## config.mk

```make
export PLATFORM = sky130hd
export DESIGN_NAME = flow_pulse_meter
export DESIGN_NICKNAME = d
export VERILOG_FILES = /design/src/rtl/flow_meter_pkg.sv /design/src/rtl/flow_pulse_filter.sv /design/src/rtl/flow_pulse_meter.sv
export SDC_FILE = /design/constraint.sdc
export NUM_CORES = 1
export LEC_CHECK = 0
export CAP_MARGIN = 20
export CORE_MARGIN = 2
export CORE_UTILIZATION = 59
export DETAILED_ROUTE_END_ITERATION = 7
export PLACE_DENSITY = 0.83
export SLEW_MARGIN = 5
export SYNTH_ARGS = -nofsm -noshare
export SYNTH_HDL_FRONTEND = slang
export SYNTH_SLANG_ARGS = --single-unit
```

## constraint.sdc

```tcl
create_clock -name clk -period 2.7 [get_ports clk]
set_input_delay 0.675 -clock clk [delete_from_list [all_inputs] [get_ports clk]]
set_output_delay 0.675 -clock clk [all_outputs]
set_load 0.01 [all_outputs]
```

## src/rtl/flow_meter_pkg.sv

```systemverilog
// Shared flow-meter types: flow_rate width, ceiling and FSM encoding.
// Also used by the flow classifier for FLOW_W.
package flow_meter_pkg;

  localparam int FLOW_W   = 5;
  localparam int FLOW_MAX = 31;

  typedef enum logic [1:0] {
    IDLE    = 2'd0,
    MEASURE = 2'd1,
    PUBLISH = 2'd2
  } state_t;

endpackage

```

## src/rtl/flow_pulse_filter.sv

```systemverilog
// Sensor input conditioning: 2-FF synchroniser, glitch filter and
// rising-edge detector on the filtered level.
module flow_pulse_filter #(
  parameter int FILTER_CYCLES = 2
) (
  input  logic clk,
  input  logic rst_n,
  input  logic raw_in,
  output logic level_out,
  output logic rise_out
);

  localparam int CW =
    (FILTER_CYCLES > 1) ? $clog2(FILTER_CYCLES) : 1;
  localparam logic [CW-1:0] LAST = CW'(FILTER_CYCLES - 1);

  logic          sync1;
  logic          sync2;
  logic [CW-1:0] cnt;
  logic          flip;

  assign flip = (sync2 != level_out) && (cnt == LAST);

  always_ff @(posedge clk or negedge rst_n) begin
    if (!rst_n) begin
      sync1     <= 1'b0;
      sync2     <= 1'b0;
      cnt       <= '0;
      level_out <= 1'b0;
      rise_out  <= 1'b0;
    end else begin
      sync1    <= raw_in;
      sync2    <= sync1;
      rise_out <= flip & sync2;
      if (sync2 == level_out) begin
        cnt <= '0;
      end else if (flip) begin
        level_out <= sync2;
        cnt       <= '0;
      end else begin
        cnt <= cnt + 1'b1;
      end
    end
  end

endmodule

```

## src/rtl/flow_pulse_meter.sv

```systemverilog
// Hall-sensor flow meter: counts filtered pulses per gate window and
// publishes the scaled, saturated flow_rate with a one-cycle strobe.
module flow_pulse_meter
  import flow_meter_pkg::*;
#(
  parameter int GATE_CYCLES   = 1000,
  parameter int PULSE_SHIFT   = 0,
  parameter int FILTER_CYCLES = 2,
  parameter int CNT_W         = 16
) (
  input  logic              clk,
  input  logic              rst_n,
  input  logic              enable,
  input  logic              sensor_in,
  output logic [FLOW_W-1:0] flow_rate,
  output logic              flow_valid,
  output logic              saturated
);

  localparam int GW = $clog2(GATE_CYCLES);
  localparam logic [GW-1:0] GATE_LAST = GW'(GATE_CYCLES - 1);

  state_t           state;
  logic [GW-1:0]    gate_cnt;
  logic [CNT_W-1:0] pulse_cnt;
  logic [CNT_W-1:0] scaled;
  logic             over;
  logic             level;
  logic             rise;
  logic             pulse_evt;

  flow_pulse_filter #(
    .FILTER_CYCLES(FILTER_CYCLES)
  ) u_filter (
    .clk      (clk),
    .rst_n    (rst_n),
    .raw_in   (sensor_in),
    .level_out(level),
    .rise_out (rise)
  );

  assign pulse_evt = rise & level;
  assign scaled    = pulse_cnt >> PULSE_SHIFT;
  assign over      = scaled > CNT_W'(FLOW_MAX);

  always_ff @(posedge clk or negedge rst_n) begin
    if (!rst_n) begin
      state      <= IDLE;
      gate_cnt   <= '0;
      pulse_cnt  <= '0;
      flow_rate  <= '0;
      flow_valid <= 1'b0;
      saturated  <= 1'b0;
    end else begin
      flow_valid <= 1'b0;
      unique case (state)
        IDLE: begin
          if (enable) begin
            state     <= MEASURE;
            gate_cnt  <= '0;
            pulse_cnt <= '0;
          end
        end
        MEASURE: begin
          if (!enable) begin
            state <= IDLE;
          end else begin
            if (pulse_evt && (pulse_cnt != '1))
              pulse_cnt <= pulse_cnt + 1'b1;
            if (gate_cnt == GATE_LAST) begin
              gate_cnt <= '0;
              state    <= PUBLISH;
            end else begin
              gate_cnt <= gate_cnt + 1'b1;
            end
          end
        end
        PUBLISH: begin
          flow_rate  <= over ? FLOW_W'(FLOW_MAX)
                             : scaled[FLOW_W-1:0];
          saturated  <= over;
          flow_valid <= 1'b1;
          // a rise landing here opens the next window
          pulse_cnt  <= {{(CNT_W-1){1'b0}}, pulse_evt};
          gate_cnt   <= '0;
          state      <= enable ? MEASURE : IDLE;
        end
        default: state <= IDLE;
      endcase
    end
  end

endmodule
```

==> key figures <==
Global route
  • Total track usage: 0.2438
  • Vias in the first global route: 1716
  • Initial antenna violation count: 0
  • Grt ovf: 0
  • First-pass GRT wire length: 8004 um
  • Largest net degree at the start of global routing: 41

Layout
  • Synthesis-to-finish area growth: 9.335%
  • Ant diodes: 0
  • Final #Nets: 251
  • Area occupied by multi-input gates: 1175 um^2
  • Filler cell count in the final layout: 294
  • Register area: 1001 um^2
  • Proportion of layout cells with a drive suffix above 1: 0.06224

Critical path
  • Critical path capture point type: register
  • Setup slack, reg-to-reg: 0.57 ns
  • Startpoint Class: input port
  • Worst-path fanout max: 10
  • Critical path class: input port to register
  • Worst EP arrival: 2.39 ns
  • R2R depth: 5
  • FF-to-FF End: pulse_cnt[9]
  • Critical Path RT: 2.93 ns
  • R2R Path Start: pulse_cnt[0]

Pwr
  • Pwr dens: 585.3 nW/um^2
  • Peak VDD IR: 0.4848 mV
  • Lkg Pwr: 0.0009899 uW

Timing
  • Min cycle time layout: 2.156 ns
  • Endpoints failing setup: 0
  • Fin Setup TNS: 0 ns
  • Hold_ws: 0.3556 ns
  • RSZ-0062 raised after global routing: false
  • Final Skew: 0.01289 ns
  • Final period util: 0.7986
  • Number of hold violations in the final report: 0
  • Highest clock rate: 463.8 MHz
  • Slew margin rel.: 0.4337
  • Worst slew pin tran: 0.8495 ns
  • Final Slew Violations: 0

Die
  • Starting Density: 0.6114
  • FP Rows: 22
  • Top-level I/O count: 11
  • Die Footprint: 4303 um^2
  • Total core area: 3661 um^2
  • Die X: 65.60 um
  • Chip height: 65.60 um

Synth
  • Top-count cell post-synth: dfrtp_1
  • Main synth FF type: dfrtp_1
  • Post-synth cell types: 44
  • Post-synth top area share: 0.4472
  • Synth Area in XOR/XNOR: 0.02348
  • Compound-gate portion of the synthesized area: 0.1895
  • Number of enable flip-flop cells after synthesis: 0
  • FF+latch count, synth: 40
  • Mapped Nets: 240
  • Post-synthesis adder-cell area fraction: 0.03913
  • Fraction of registers with async set/reset: 1.000
  • Synthesized area: 2238 um^2
  • Top post-synthesis cells by count: dfrtp_1 (40), nand2_1 (31)
  • Post-synthesis sequential area ratio: 0.4472
  • Post-Synth Simple-Gate Area: 0.2683
  • Main combinational cell family by area after synthesis: simple AND/OR/NAND/NOR gates
  • Synth warn: 0
  • Synth Area per Inst: 9.775 um^2
  • Synth area leader: dfrtp_1
  • Gate Count Post-Synth: 229
  • Top cells by area, synth: dfrtp_1 (45%), o22a_1 (5.5%), nand2_1 (5.2%), ha_1 (3.9%), nand3_1 (3.1%)
  • Mux share of post-synthesis cell area: 0.004472

CTS
  • Max Root-Sink Buffers: 2
  • Clk_lat worst skew: 0.30 ns
  • Post-CTS Resized: 0
  • Number of CTS-inserted buffers: 5
  • Post-CTS setup buffers: 0
  • CTS tree: built
  • Clock tree root driver cell: clkbuf_8
  • Hold_buf cts: 0
  • Clock slew at reported path FFs: 0.08 ns
  • Clock H-tree levels: 2
  • CTS sink cnt: 40

Route
  • Wirelength per Cell: 15.77 um
  • Initial drt markers: 123
  • Routed Antenna Nets: 0
  • Drt drc: 0
  • DRT Pass-1 Iters: 4
  • Vias per cell: 6.356
  • Vias: 1837
  • Total Wirelength: 4558 um

Placement
  • Routability cong.: 0.8625
  • Final HPWL DP: 3224 um
  • Number of port buffers: 10

Worst hold path
  • Hold Crit Class: register to register
  • Hold Path Origin: u_filter.sync1
  • Worst Hold End: u_filter.sync2
  • Hold path depth: 0

Run status
  • Run status: completed

Flow run
  • Number of max-cap violations: 0
-- stage by stage --
step                  util  power [uW]  cells  setup WS (ns)  instance area [um^2]
floorplan                -       959.2    229         0.8484                  2238
global placement    0.6439        1021    281         0.3060                  2357
detailed placement  0.6439        1031    281         0.2676                  2357
CTS                 0.6685        1433    289         0.5543                  2447
global route        0.6685        1520    289         0.3574                  2447
finish              0.6685        1433    289         0.5438                  2447
-- worst max-delay path by stage --
stage	start	endpoint	slack (ns)	cells after the start
after global routing	enable	gate_cnt[7]	0.36	5
after floorplan	pulse_cnt[0]	pulse_cnt[1]	0.85	6
after detailed placement	enable	pulse_cnt[9]	0.27	5
after CTS	enable	pulse_cnt[11]	0.55	5
after global placement	enable	pulse_cnt[9]	0.31	5
final	enable	pulse_cnt[11]	0.54	5
-- worst max-delay path, stage by stage --
cell             delay [ns]
clkdlybuf4s50_1        0.56
and4b_1                0.34
nand2_1                0.28
nor4_1                 0.35
o22a_1                 0.17
-- power breakdown --
group / leakage (uW) / internal, uW / switching, uW / total, uW
combinational: 0.000398 / 104 / 211 / 314
clock: 0.0000445 / 183 / 221 / 405
sequential: 0.000547 / 649 / 65.1 / 714
total: 0.000990 / 935 / 497 / 1430
-- placed cells by master (no fill, tap or decap), types with 4 or more instances in the layout --
cell type and count:
dfrtp_1 40, nand2_1 31, nor2_1 14, nand3_1 14, o21ai_0 14, o22a_1 14
nor4_1 10, clkdlybuf4s50_1 9, inv_1 7, ha_1 7, xnor2_1 6, nand4_1 6
nand2b_1 5, a21oi_1 5, clkbuf_8 5, a2111oi_0 4, nor3_1 4
-- sequential cells by signal, indices dropped and copies added, names as in the netlist --
name                cells
flow_rate               5
u_filter.level_out      1
u_filter.sync1          1
flow_valid              1
state                   2
saturated               1
pulse_cnt              16
u_filter.cnt            1
u_filter.rise_out       1
gate_cnt               10
u_filter.sync2          1
-- final cells by class --
cell class | count | area share
inverter | 7 | 0.01074
clock buffer | 5 | 0.02812
multi-input combinational | 176 | 0.4801
clock inverter | 3 | 0.008691
sequential | 40 | 0.4090
tap | 48 | 0.02454
timing repair buffer | 10 | 0.03885
-- logic make-up (layout without fill, tap and decap cells) --
logic type | Yosys count | count (layout)
xor gates and xnor gates | 6 | 6
buffers and inverters | 13 | 25
DFF | 40 | 40
and+or+nand+nor | 106 | 106
adders and majority gates | 7 | 7
muxes | 1 | 1
AOI/OAI and AO/OA | 56 | 56
-- routing by layer --
| layer | track usage | share of wire |
|---|---|---|
| met5 | 0 | 0 |
| met4 | 0.1328 | 0.022 |
| met3 | 0.03596 | 0.049 |
| met2 | 0.3367 | 0.42 |
| met1 | 0.3669 | 0.51 |
Power figures use the tool's default switching activity.
